**config.mk**
```make
export PLATFORM = sky130hd
export DESIGN_NAME = wb_arbiter
export DESIGN_NICKNAME = d
export VERILOG_FILES = /design/src/rtl/wb_arbiter.sv
export SDC_FILE = /design/constraint.sdc
export NUM_CORES = 1
export LEC_CHECK = 0
export CAP_MARGIN = 40
export CORE_MARGIN = 5
export CORE_UTILIZATION = 56
export DETAILED_ROUTE_END_ITERATION = 12
export PLACE_DENSITY_LB_ADDON = 0.12
export SYNTH_ARGS = -nofsm -noshare
export SYNTH_HDL_FRONTEND = slang
export SYNTH_SLANG_ARGS = --single-unit
```
**constraint.sdc**
```tcl
create_clock -name clk -period 7.3 [get_ports clk]
set_input_delay 1.095 -clock clk [delete_from_list [all_inputs] [get_ports clk]]
set_output_delay 1.095 -clock clk [all_outputs]
set_load 0.03 [all_outputs]
```
**src/rtl/wb_arbiter.sv**
```systemverilog
// Writeback arbiter: per-FU 2-deep result queues drained round-robin onto
// registered ROB writeback lanes. Define WB_ARB_AGING_EN for starvation aging.
module wb_arbiter #(
    parameter int NUM_FU               = 4,
    parameter int WB_PORTS             = 2,
    parameter int ROB_ADDR_WIDTH       = 4,
    parameter int PHYS_REGS_ADDR_WIDTH = 6,
    parameter int AGE_LIMIT            = 8
) (
    input  logic                                 clk,
    input  logic                                 rst,
    input  logic                                 flush,
    input  logic [NUM_FU-1:0]                    fu_valid,
    output logic [NUM_FU-1:0]                    fu_ready,
    input  logic [NUM_FU*ROB_ADDR_WIDTH-1:0]     fu_rob_addr,
    input  logic [NUM_FU-1:0]                    fu_bank_addr,
    input  logic [NUM_FU*PHYS_REGS_ADDR_WIDTH-1:0] fu_phys_rd,
    input  logic [NUM_FU-1:0]                    fu_is_branch,
    input  logic [NUM_FU-1:0]                    fu_taken,
    output logic [WB_PORTS-1:0]                  wb_en,
    output logic [WB_PORTS*ROB_ADDR_WIDTH-1:0]   wb_rob_addr,
    output logic [WB_PORTS-1:0]                  wb_bank_addr,
    output logic [WB_PORTS*PHYS_REGS_ADDR_WIDTH-1:0] wb_phys_rd,
    output logic [WB_PORTS-1:0]                  wb_is_branch,
    output logic [WB_PORTS-1:0]                  wb_taken
);
    localparam int RAW = ROB_ADDR_WIDTH;
    localparam int PRW = PHYS_REGS_ADDR_WIDTH;
    // Entry layout: {taken, is_branch, phys_rd, bank, rob_addr}
    localparam int EW  = RAW + PRW + 3;
    localparam int BR  = EW - 2;
    localparam int PW  = $clog2(NUM_FU);

    if (NUM_FU < 2 || NUM_FU > 8 || WB_PORTS < 1 || AGE_LIMIT < 1) begin : g_bad_cfg
        $error("wb_arbiter: unsupported parameter set");
    end

    logic [NUM_FU-1:0][1:0]      count_q, count_d;
    logic [NUM_FU-1:0][EW-1:0]   head_q, head_d;
    logic [NUM_FU-1:0][EW-1:0]   tail_q, tail_d;
    logic [NUM_FU-1:0][EW-1:0]   in_entry;
    logic [PW-1:0]               rr_q, rr_d;
    logic [WB_PORTS-1:0]         wb_en_q, wb_en_d;
    logic [WB_PORTS-1:0][EW-1:0] lane_q, lane_d;
    logic [NUM_FU-1:0]           gnt, gnt_eff, aged;
    logic                        br_gnt;
    logic [PW-1:0]               br_idx, last;
    logic [WB_PORTS-1:0][PW-1:0] nb_sel;
    logic [WB_PORTS-1:0]         nb_v;
    int                          n_gnt;

    // Ready depends only on registered occupancy and is held low in reset.
    always_comb begin
        for (int i = 0; i < NUM_FU; i++) begin
            fu_ready[i] = !count_q[i][1] && !rst;
            in_entry[i] = {fu_taken[i], fu_is_branch[i],
                           fu_phys_rd[i*PRW +: PRW], fu_bank_addr[i],
                           fu_rob_addr[i*RAW +: RAW]};
        end
    end

`ifdef WB_ARB_AGING_EN
    localparam int AW = $clog2(AGE_LIMIT + 1);
    logic [NUM_FU-1:0][AW-1:0] age_q, age_d;

    // Saturating wait counters for heads that keep losing arbitration.
    always_comb begin
        for (int i = 0; i < NUM_FU; i++) begin
            aged[i]  = (age_q[i] == AW'(AGE_LIMIT));
            age_d[i] = age_q[i];
            if (flush || gnt_eff[i]) begin
                age_d[i] = '0;
            end else if (count_q[i] != 2'd0 && !aged[i]) begin
                age_d[i] = age_q[i] + 1'b1;
            end
        end
    end

    // Age counter register.
    always_ff @(posedge clk) begin
        if (rst) age_q <= '0;
        else     age_q <= age_d;
    end
`else
    assign aged = '0;
`endif

    // Grant scan: aged FUs by index first, then round-robin from rr_q.
    always_comb begin
        logic [PW:0] sum;
        logic [PW-1:0] idx;
        logic cand;
        int n_nb;
        gnt    = '0;
        br_gnt = 1'b0;
        br_idx = '0;
        last   = '0;
        nb_sel = '0;
        nb_v   = '0;
        n_gnt  = 0;
        n_nb   = 0;
        for (int k = 0; k < 2 * NUM_FU; k++) begin
            if (k < NUM_FU) begin
                idx  = PW'(k);
                cand = aged[idx];
            end else begin
                sum = {1'b0, rr_q} + (PW+1)'(k - NUM_FU);
                if (sum >= (PW+1)'(NUM_FU)) sum = sum - (PW+1)'(NUM_FU);
                idx  = sum[PW-1:0];
                cand = 1'b1;
            end
            if (cand && !gnt[idx] && count_q[idx] != 2'd0 && n_gnt < WB_PORTS) begin
                if (!head_q[idx][BR]) begin
                    gnt[idx] = 1'b1;
                    for (int p = 0; p < WB_PORTS; p++) begin
                        if (p == n_nb) begin
                            nb_sel[p] = idx;
                            nb_v[p]   = 1'b1;
                        end
                    end
                    n_nb  = n_nb + 1;
                    n_gnt = n_gnt + 1;
                    last  = idx;
                end else if (!br_gnt) begin
                    gnt[idx] = 1'b1;
                    br_gnt   = 1'b1;
                    br_idx   = idx;
                    n_gnt    = n_gnt + 1;
                    last     = idx;
                end
            end
        end
        gnt_eff = flush ? '0 : gnt;
    end

    // Lane packing: branch on lane 0, non-branches after it in scan order.
    always_comb begin
        wb_en_d = '0;
        lane_d  = '0;
        rr_d    = rr_q;
        if (!flush) begin
            if (br_gnt) begin
                wb_en_d[0] = 1'b1;
                lane_d[0]  = head_q[br_idx];
            end else if (nb_v[0]) begin
                wb_en_d[0] = 1'b1;
                lane_d[0]  = head_q[nb_sel[0]];
            end
            for (int l = 1; l < WB_PORTS; l++) begin
                if (br_gnt ? nb_v[l-1] : nb_v[l]) begin
                    wb_en_d[l] = 1'b1;
                    lane_d[l]  = head_q[br_gnt ? nb_sel[l-1] : nb_sel[l]];
                end
            end
            if (n_gnt != 0) begin
                rr_d = (last == PW'(NUM_FU - 1)) ? '0 : last + 1'b1;
            end
        end
    end

    // Queue occupancy and storage; flush outranks enqueue and dequeue.
    always_comb begin
        logic [1:0] fill;
        logic enq;
        count_d = count_q;
        head_d  = head_q;
        tail_d  = tail_q;
        for (int i = 0; i < NUM_FU; i++) begin
            enq  = fu_valid[i] && fu_ready[i] && !flush;
            fill = count_q[i];
            if (gnt_eff[i]) begin
                head_d[i] = tail_q[i];
                fill      = fill - 2'd1;
            end
            if (enq) begin
                if (fill == 2'd0) head_d[i] = in_entry[i];
                else              tail_d[i] = in_entry[i];
                fill = fill + 2'd1;
            end
            count_d[i] = flush ? 2'd0 : fill;
        end
    end

    // State and registered lane outputs.
    always_ff @(posedge clk) begin
        if (rst) begin
            count_q <= '0;
            head_q  <= '0;
            tail_q  <= '0;
            rr_q    <= '0;
            wb_en_q <= '0;
            lane_q  <= '0;
        end else begin
            count_q <= count_d;
            head_q  <= head_d;
            tail_q  <= tail_d;
            rr_q    <= rr_d;
            wb_en_q <= wb_en_d;
            lane_q  <= lane_d;
        end
    end

    for (genvar l = 0; l < WB_PORTS; l++) begin : g_lane
        assign wb_rob_addr[l*RAW +: RAW] = lane_q[l][RAW-1:0];
        assign wb_bank_addr[l]           = lane_q[l][RAW];
        assign wb_phys_rd[l*PRW +: PRW]  = lane_q[l][RAW+1 +: PRW];
        assign wb_is_branch[l]           = lane_q[l][BR];
        assign wb_taken[l]               = lane_q[l][EW-1];
    end

    assign wb_en = wb_en_q;

endmodule

```
==> Word level (Yosys, flattened, before mapping) <==
Cells that the tools add are included.
{ "totals": {"output_inout_bits": 32, "regBits": 142, "mem_bits_ro": 0, "mem_count": 0, "input_bits": 59, "mem_bits_rw": 0, "latchBits": 0, "word_cells": 274} }
{ "op_classes": {"n_eq_ne": 4, "addsub": 21, "order_cmp": 18, "n_reduce_logical": 52, "mux": 154, "n_mul": 0, "div_mod_pow": 0, "shift": 0, "bitwise": 9} }
{ "op_table": {"columns": ["operator", "count"], "rows": [
  ["2-to-1 mux 32 bit", 11],
  ["2-to-1 mux 13 bit", 17],
  ["binary-select mux 13 bit (select 2 bit)", 7],
  ["2-to-1 mux 2 bit", 54],
  ["adder 32 x 2 -> 32 bit (second input constant)", 3],
  ["zero test 32 bit", 3],
  ["2-to-1 mux 4 bit", 18],
  ["equality test 2 x 32 -> 1 bit (first input constant)", 2],
  ["< comparator 32 x 3 -> 1 bit (second input constant)", 2],
  ["2-to-1 mux 12 bit", 4],
  ["nonzero test 32 bit", 1],
  ["2-to-1 mux 1 bit", 31],
  ["logical AND 1 bit", 23],
  ["< comparator 2 x 3 -> 1 bit (second input constant)", 7],
  ["binary-select mux 2 bit (select 2 bit)", 4],
  ["subtractor 2 x 1 -> 2 bit (second input constant)", 8],
  ["bitwise OR 4 bit", 3],
  ["adder 2 x 1 -> 2 bit (second input constant)", 5],
  ["zero test 1 bit", 10],
  ["AND reduction 2 bit", 5],
  [">= comparator 3 bit (second input constant)", 3],
  ["binary-select mux 1 bit (select 2 bit)", 4],
  ["demux 1 bit (select 2 bit)", 4],
  [">= comparator 2 x 1 -> 1 bit (second input constant)", 4],
  ["12 further kinds", 25]
]} }

==> Longest topological paths before layout <==
Gate-level depths: netlist of run 1.
{ "logic_depth": {"ltp_word": 30, "mapped_depth": 23, "mapped_depth_nobuf": 18} }

==> Worst setup path before layout of run 1 <==
No wires, ideal clock.
{ "synth_path": {"path_type": "register to register", "startpoint": "register rr_q[0]", "endpoint": "register tail_q[19] (netlist bit)", "setup_slack_ps": 1656, "setup_ps": 132, "required_ps": 7168, "arrival_time_ps": 5512, "n_path_buf": 4, "synth_period_minus_slack_ps": 5644, "stages_incl_launch_ff": 23, "cell_sequence": "dfxtp_1 buf_2 inv_1 ha_1 buf_4 inv_2 mux4_2 o2bb2ai_4 clkbuf_1 nor2_1 nor2_1 ha_1 or2_2 a311oi_4 nand4_1 a21oi_2 nor2b_1 xnor2_1 ha_1 or3_1 clkbuf_1 nand2_1 a21oi_1"} }
{ "synth_between": {"elab_chain_cells": 30, "word_cells_on_any_way": 110, "classes_between": "9 x add/sub; 15 x order compare; 61 x mux; 4 x bitwise; 21 x reduce/logical"} }
{ "synth_rtl": {"columns": ["element", "line", "source"], "rows": [
  ["from (decl)", "42", "logic [PW-1:0] rr_q, rr_d;"],
  ["from (signal assigned)", "197", "rr_q <= rr_d;"],
  ["branches (longest 24 deep; another with >= comparator 2 x 3 -> 1 bit)", null, null],
  ["2-to-1 mux 4 bit *", "112", "if (cand && !gnt[idx] && count_q[idx] != 2'd0 && n_gnt < WB_PORTS) begin"],
  ["2-to-1 mux 4 bit *", "133", "gnt_eff = flush ? '0 : gnt;"],
  ["2-to-1 mux 2 bit *", "171", "if (gnt_eff[i]) begin"],
  ["zero test 2 bit *", "176", "if (fill == 2'd0) head_d[i] = in_entry[i];"],
  ["inverter 1 bit (no source line) *", null, null],
  ["AND reduction 2 bit (no source line) *", null, null],
  ["to (signal assigned)", "196", "tail_q <= tail_d;"],
  ["to (decl)", "40", "logic [NUM_FU-1:0][EW-1:0] tail_q, tail_d;"]
]} }
Mark *: on every way between the ends. The select of a mux whose other input is x is not followed.
A chain may end at the register's enable or synchronous reset.

==> Worst setup path after layout of run 1 <==
{ "layout_path": {"startpoint": "register rr_q[1]", "endpoint": "register tail_q[12] (netlist bit)"} }
Same word-level chain as after synthesis.

==> flow_summary.yaml, run 1 <==
yosys:
  ys_warn_count: 0
  synthCells: 919
  synth-edff-count: 0
  yosys_register_bits: 142
  avgSynthCellArea_um2: 9.051
  synth_area_um2: 8318
  synthArstFlopShare_pct: 0
  yosysSeqAreaShare_pct: 34.18
  synth.distinct_cells: 67
  synth_fp_nets: 998
  synth_top_flop_cell: "dfxtp_1"
global_route:
  grt_pass1_vias: 6948
  grt_overflow: 0
  grt_usage_pct: 25.89
  grt_start_max_net_pins: 77
  antenna_found_initial: 0
  grt_first_pass_wirelength_um: 37090
die:
  core_um2: 14530
  initial_utilization_pct: 57.23
  die_h_um: 131.9
  ioPinCount: 91
  die_w_um: 131.9
  dieArea_um2: 17390
  core.rowCount: 44
finish:
  antenna_cells: 0
  seqCellArea_um2: 2843
  area_growth_pct: 18.56
  nets: 1069
  nFillCells: 1209
  final_area_um2: 9862
  layoutNonFillerInstCount: 1187
  drive_above_1_share_pct: 13.06
  multi_input_area_um2: 5112
sta:
  min_period_ns: 5.725
  max_slew_margin_pct: 44.70
  finalSetupViolations: 0
  rsz0062_at_grt: "false"
  period_share_pct: 78.42
  worst_slew_pin_slew_ns: 0.8275
  hold_viol: 0
  drv_slew: 0
  worst_slack_ns: 1.575
  fin_skew_ns: 0.008907
  fin_setup_tns_ns: 0
  max_freq_ghz: 0.1747
cts:
  post_cts_resized: 0
  max-clock-path-buffers: 2
  clock_tree.root_cell: "clkbuf_16"
  clock_latency_ns: 0.42
  cts_tree: "built"
  post_cts_buffers: 0
  cts_buffers: 17
  cts.sinks: 142
  cts_hold_buf: 0
  clk_pin_slew_worst_paths_ns: 0.06
  cts_htree_levels: 4
worst_hold_path:
  hp-class: "flop to flop"
drt:
  drc: 0
  avgRoutedWirePerCell_um: 19.07
  drt_pass1_iterations: 5
  vias: 7286
  drt-initial-drc-count: 611
  viasPerCell: 6.138
  wl_um: 22630
  postRouteAntennaNets: 0
placed_design:
  hpwl_um: 15970
  dpl_cell_area_um2: 9321
  place_ws_ns: 1.665
  portBuffers: 90
  routabilityCongestion: 0.9470
  dpl.cell_count: 1155
worst_setup_path:
  crit_path_start_kind: "flop"
  r2r-start: "rr_q[1]$_SDFFE_PP0P_"
  crit_start: "rr_q[1]$_SDFFE_PP0P_"
  reg2reg_depth: 18
  cp-end-kind: "flop"
  rrSetupSlack_ns: 1.58
  cp.arrival_ns: 6.02
  crit_path_max_incr_delay_ns: 0.61
  crit-reg2reg-capture: "tail_q[12]$_SDFFE_PP0P_"
  path_cells: "inv_1 > ha_1 > inv_2 > mux4_2 > o2bb2ai_4 > nor2_1 > nor2_1 > ha_1 > or2_2 > a311oi_4 > nand4_1 > a21oi_2 > nor2b_1 > xnor2_1 > ha_1 > or3_1 > nand2_1 > a21oi_1"
  cp.required_ns: 7.60
  crit_type: "flop to flop"
  crit_path_max_fanout: 19
  endpoint: "tail_q[12]$_SDFFE_PP0P_"
  cp_slowest_cell: "a311oi_4"
  crit_top_cell: "ha_1"
pwr:
  irDropWorstVdd_mv: 0.3411
  leakage_uw: 0.003409
  power.density_nw_per_um2: 479.4
flow_run:
  drv_cap: 0
status:
  status: "complete, no violations"
==> layout make-up <==
| type | count | area share, % |
|---|---|---|
| Inverter | 10 | 0.3806 |
| Clock buffer | 24 | 4.885 |
| Multi-Input combinational cell | 705 | 51.84 |
| Clock inverter | 8 | 0.5963 |
| Timing Repair Buffer | 114 | 11.14 |
| Tap cell | 184 | 2.334 |
| Sequential cell | 142 | 28.83 |
==> layer usage <==
metal	vias up	GRT usage (%)	share of wire, %
li1	3480	-	-
met1	3496	37.36	46
met2	267	37.84	44
met3	43	5.229	7.1
met4	0	10.40	2.9
met5	-	0	0
==> stage by stage <==
step / util (%) / hold WS [ns] / total power [uW]
after floorplan: - / 0.4360 / 3409
after global placement: 63.89 / 0.4423 / 3871
after detailed placement: 64.14 / 0.4475 / 3907
after CTS: 67.85 / 0.4551 / 4701
after global routing: 67.85 / 0.4704 / 5009
final: 67.85 / 0.4536 / 4728
==> cells in the mapped netlist (3+ instances only) <==
master / instances / area, um^2
a211oi_1: 56 / 420.4
a21oi_1: 71 / 355.3
a21oi_2: 6 / 52.55
a221oi_1: 5 / 43.79
a22o_1: 3 / 26.28
a31o_1: 4 / 35.03
a31oi_1: 4 / 25.02
and2_1: 5 / 31.28
buf_2: 5 / 25.02
buf_4: 6 / 45.04
buf_6: 7 / 78.83
clkbuf_1: 42 / 157.7
dfxtp_1: 142 / 2843
ha_1: 20 / 250.2
inv_1: 9 / 33.78
mux2_1: 5 / 56.30
mux2_2: 12 / 135.1
mux2i_1: 100 / 1001
mux4_2: 21 / 473.0
nand2_1: 150 / 563.0
nand2b_1: 12 / 75.07
nand3_1: 18 / 90.09
nand4_1: 7 / 43.79
nor2_1: 86 / 322.8
nor2b_1: 7 / 43.79
nor3_1: 12 / 60.06
o211ai_1: 3 / 22.52
o211ai_2: 10 / 125.1
o21ai_0: 6 / 30.03
o21ai_1: 3 / 15.01
o22ai_2: 12 / 150.1
o31a_1: 3 / 26.28
or2_1: 4 / 25.02
or2_2: 3 / 18.77
or3_1: 5 / 31.28
xnor2_1: 15 / 131.4
==> cell usage in the layout (no fill, tap or decap), types with 15 or more instances in the layout <==
| cell type | synthesis | layout |
|---|---|---|
| clkdlybuf4s50_1 | 0 | 89 |
| mux4_2 | 21 | 21 |
| mux2i_1 | 100 | 100 |
| a21oi_1 | 71 | 71 |
| clkbuf_16 | 0 | 17 |
| nand2_1 | 150 | 150 |
| buf_4 | 6 | 24 |
| dfxtp_1 | 142 | 142 |
| xnor2_1 | 15 | 15 |
| nand3_1 | 18 | 18 |
| a211oi_1 | 56 | 56 |
| ha_1 | 20 | 20 |
| nor2_1 | 86 | 86 |
==> logic make-up after synthesis <==
| logic type | Yosys count | synth area share [%] |
|---|---|---|
| simple gates | 317 | 16.64 |
| mux | 138 | 20.02 |
| compound gates | 214 | 20.11 |
| flops | 142 | 34.18 |
| fa+ha+maj | 20 | 3.008 |
| buf+inv | 72 | 4.362 |
| xor+xnor | 16 | 1.685 |
==> worst min-delay path by stage <==
stage / from / end / slack [ns] / cells after the start
5_1_grt: tail_q[14]$_SDFFE_PP0P_ / tail_q[14]$_SDFFE_PP0P_ / 0.47 / 2
3_5_place_dp: tail_q[14]$_SDFFE_PP0P_ / tail_q[14]$_SDFFE_PP0P_ / 0.45 / 2
4_1_cts: tail_q[14]$_SDFFE_PP0P_ / tail_q[14]$_SDFFE_PP0P_ / 0.46 / 2
6_report: tail_q[20]$_SDFFE_PP0P_ / tail_q[20]$_SDFFE_PP0P_ / 0.45 / 2
3_3_place_gp: tail_q[43]$_SDFFE_PP0P_ / tail_q[43]$_SDFFE_PP0P_ / 0.44 / 2
2_1_floorplan: tail_q[0]$_SDFFE_PP0P_ / tail_q[0]$_SDFFE_PP0P_ / 0.44 / 2
==> flip-flops by register name (all words and copies together) (netlist names) <==
register      flops
wb_phys_rd       12
wb_taken          2
tail_q           52
rr_q              2
count_q           8
wb_bank_addr      2
head_q           52
wb_is_branch      2
wb_rob_addr       8
wb_en             2
==> report_power, final <==
part / internal (uW) / leakage [uW] / switching (uW)
logic: 1230 / 0.00200 / 1670
clock network: 462 / 0.000257 / 329
registers: 899 / 0.00115 / 138
total: 2590 / 0.00341 / 2140
==> critical path: cells and delay by family, from the launching register on <==
family	cells	cell delay [ns]
AND/OR/NAND/NOR	7	1.84
XOR/XNOR	1	0.10
AO/OA/AOI/OAI	4	1.43
adder cells (fa/ha/maj)	3	0.97
multiplexers	1	0.56
buffers and inverters	2	0.36
flip-flops	1	0.32
Power figures use the tool's default switching activity.
==> run 2: changes to the inputs <==
Settings changed: CORE_UTILIZATION 56 to 52.
Clock period 7.3 ns to 5.16 ns, I/O delays scaled along.
==> run 2 against run 1 <==
Total power increased by 48%. Global-route usage decreased by 1.6 points. Largest power group unchanged. Routed wire length decreased by 1.7%. Largest cell class unchanged. First-iteration DRC count increased by 11%.
==> flow_summary.yaml, run 2 (synthesis results as in run 1) <==
die:
  core_um2: 15770
  core.rowCount: 46
  die_h_um: 136.5
  die_w_um: 136.5
  ioPinCount: 91
  initial_utilization_pct: 52.75
  dieArea_um2: 18630
cts:
  cts_hold_buf: 0
  clock_latency_ns: 0.41
  clk_pin_slew_worst_paths_ns: 0.06
  clock_tree.root_cell: "clkbuf_16"
  post_cts_resized: 0
  post_cts_buffers: 0
  cts_htree_levels: 4
  cts.sinks: 142
  cts_tree: "built"
  cts_buffers: 17
  max-clock-path-buffers: 2
drt:
  drt_pass1_iterations: 5
  avgRoutedWirePerCell_um: 18.02
  vias: 7217
  postRouteAntennaNets: 0
  drt-initial-drc-count: 677
  viasPerCell: 5.844
  wl_um: 22250
  drc: 0
sta:
  hold_viol: 0
  min_period_ns: 4.896
  max_freq_ghz: 0.2042
  fin_skew_ns: 0.008133
  rsz0062_at_grt: "false"
  max_slew_margin_pct: 55.98
  worst_slew_pin_slew_ns: 0.6603
  period_share_pct: 94.89
  fin_setup_tns_ns: 0
  drv_slew: 0
  finalSetupViolations: 0
finish:
  layoutNonFillerInstCount: 1235
  nets: 1087
  mostFrequentLayoutCell: "nand2_1"
  antenna_cells: 0
  nFillCells: 1369
  area_growth_pct: 21.86
  finish.utilization_pct: 64.27
  drive_above_1_share_pct: 15.51
  final_cell_mix: "150 x nand2_1, 141 x dfxtp_1, 100 x mux2i_1"
worst_setup_path:
  crit_path_max_fanout: 14
  crit_type: "flop to flop"
  endpoint: "tail_q[48]$_SDFFE_PP0P_"
  cp.required_ns: 5.43
  rrSetupSlack_ns: 0.26
  crit_path_start_kind: "flop"
  crit-reg2reg-capture: "tail_q[48]$_SDFFE_PP0P_"
  cp.arrival_ns: 5.17
  crit_start: "rr_q[0]$_SDFFE_PP0P_"
  r2r-start: "rr_q[0]$_SDFFE_PP0P_"
  reg2reg_depth: 18
  cp-end-kind: "flop"
worst_hold_path:
  hp-class: "flop to flop"
placed_design:
  dpl.cell_count: 1205
  hpwl_um: 16040
  portBuffers: 90
  routabilityCongestion: 0.8892
global_route:
  grt_overflow: 0
  antenna_found_initial: 0
  grt_usage_pct: 24.32
  grt_first_pass_wirelength_um: 35850
  grt_pass1_vias: 6706
  grt_start_max_net_pins: 60
pwr:
  leakage_uw: 0.003512
  power.density_nw_per_um2: 688.1
  irDropWorstVdd_mv: 0.6153
flow_run:
  drv_cap: 0
status:
  status: "complete, no violations"
[run 2: worst min path at each step]
stage	startpoint	to	slack, ns	depth (start not counted)
floorplan	tail_q[0]$_SDFFE_PP0P_	tail_q[0]$_SDFFE_PP0P_	0.44	2
global placement	tail_q[9]$_SDFFE_PP0P_	tail_q[9]$_SDFFE_PP0P_	0.44	2
detailed placement	tail_q[12]$_SDFFE_PP0P_	tail_q[12]$_SDFFE_PP0P_	0.45	2
CTS	tail_q[28]$_SDFFE_PP0P_	tail_q[28]$_SDFFE_PP0P_	0.46	2
global route	tail_q[26]$_SDFFE_PP0P_	tail_q[26]$_SDFFE_PP0P_	0.47	2
finish	tail_q[18]$_SDFFE_PP0P_	tail_q[18]$_SDFFE_PP0P_	0.45	2
[run 2: final cells by class]
| cell class | instances | area, um^2 | area share [%] |
|---|---|---|---|
| Multi-Input combinational cell | 705 | 5200 | 51.30 |
| Sequential cell | 142 | 2844 | 28.06 |
| Timing Repair Buffer | 132 | 1239 | 12.22 |
| Clock buffer | 21 | 450.4 | 4.444 |
| Tap cell | 216 | 270.3 | 2.666 |
| Clock inverter | 9 | 88.84 | 0.8764 |
| Inverter | 10 | 43.79 | 0.4320 |
[run 2: through the flow]
step                      worst slack (ns)  cell area [um^2]  hold slack, ns  total power [uW]
after global routing              0.002851             10140          0.4709              7409
final                               0.2637             10140          0.4521              6975
after CTS                           0.2435             10120          0.4557              6949
after global placement              0.3330              9574          0.4422              5756
after floorplan                    0.02402              8434          0.4360              4904
after detailed placement            0.2957              9582          0.4475              5795
[run 2: worst max-delay path, cell delays in order (launching register included)]
cell and delay [ns]:
dfxtp_2 0.33, clkinvlp_4 0.09, buf_4 0.20, ha_1 0.30, nor2b_1 0.09, a221o_1 0.41
and4_1 0.32, a311oi_4 0.28, o211a_4 0.33, a31oi_1 0.21, mux4_2 0.62, nand4_1 0.19
a21oi_4 0.09, nor2b_4 0.17, xnor2_1 0.12, ha_1 0.20, or3_1 0.58, nand2_1 0.14
a21oi_1 0.08
[run 2: metal layers]
layer	track usage (%)	share of wire (%)	up-vias
met5	0	0	-
met4	5.711	1.0	0
met3	4.330	6.2	21
met2	36.01	44	243
met1	36.67	49	3441
li1	-	-	3512
[run 2: power by group]
part / switching (uW) / internal, uW / total [uW]
combinational: 2430 / 1960 / 4380
clock: 463 / 672 / 1130
sequential: 183 / 1270 / 1460
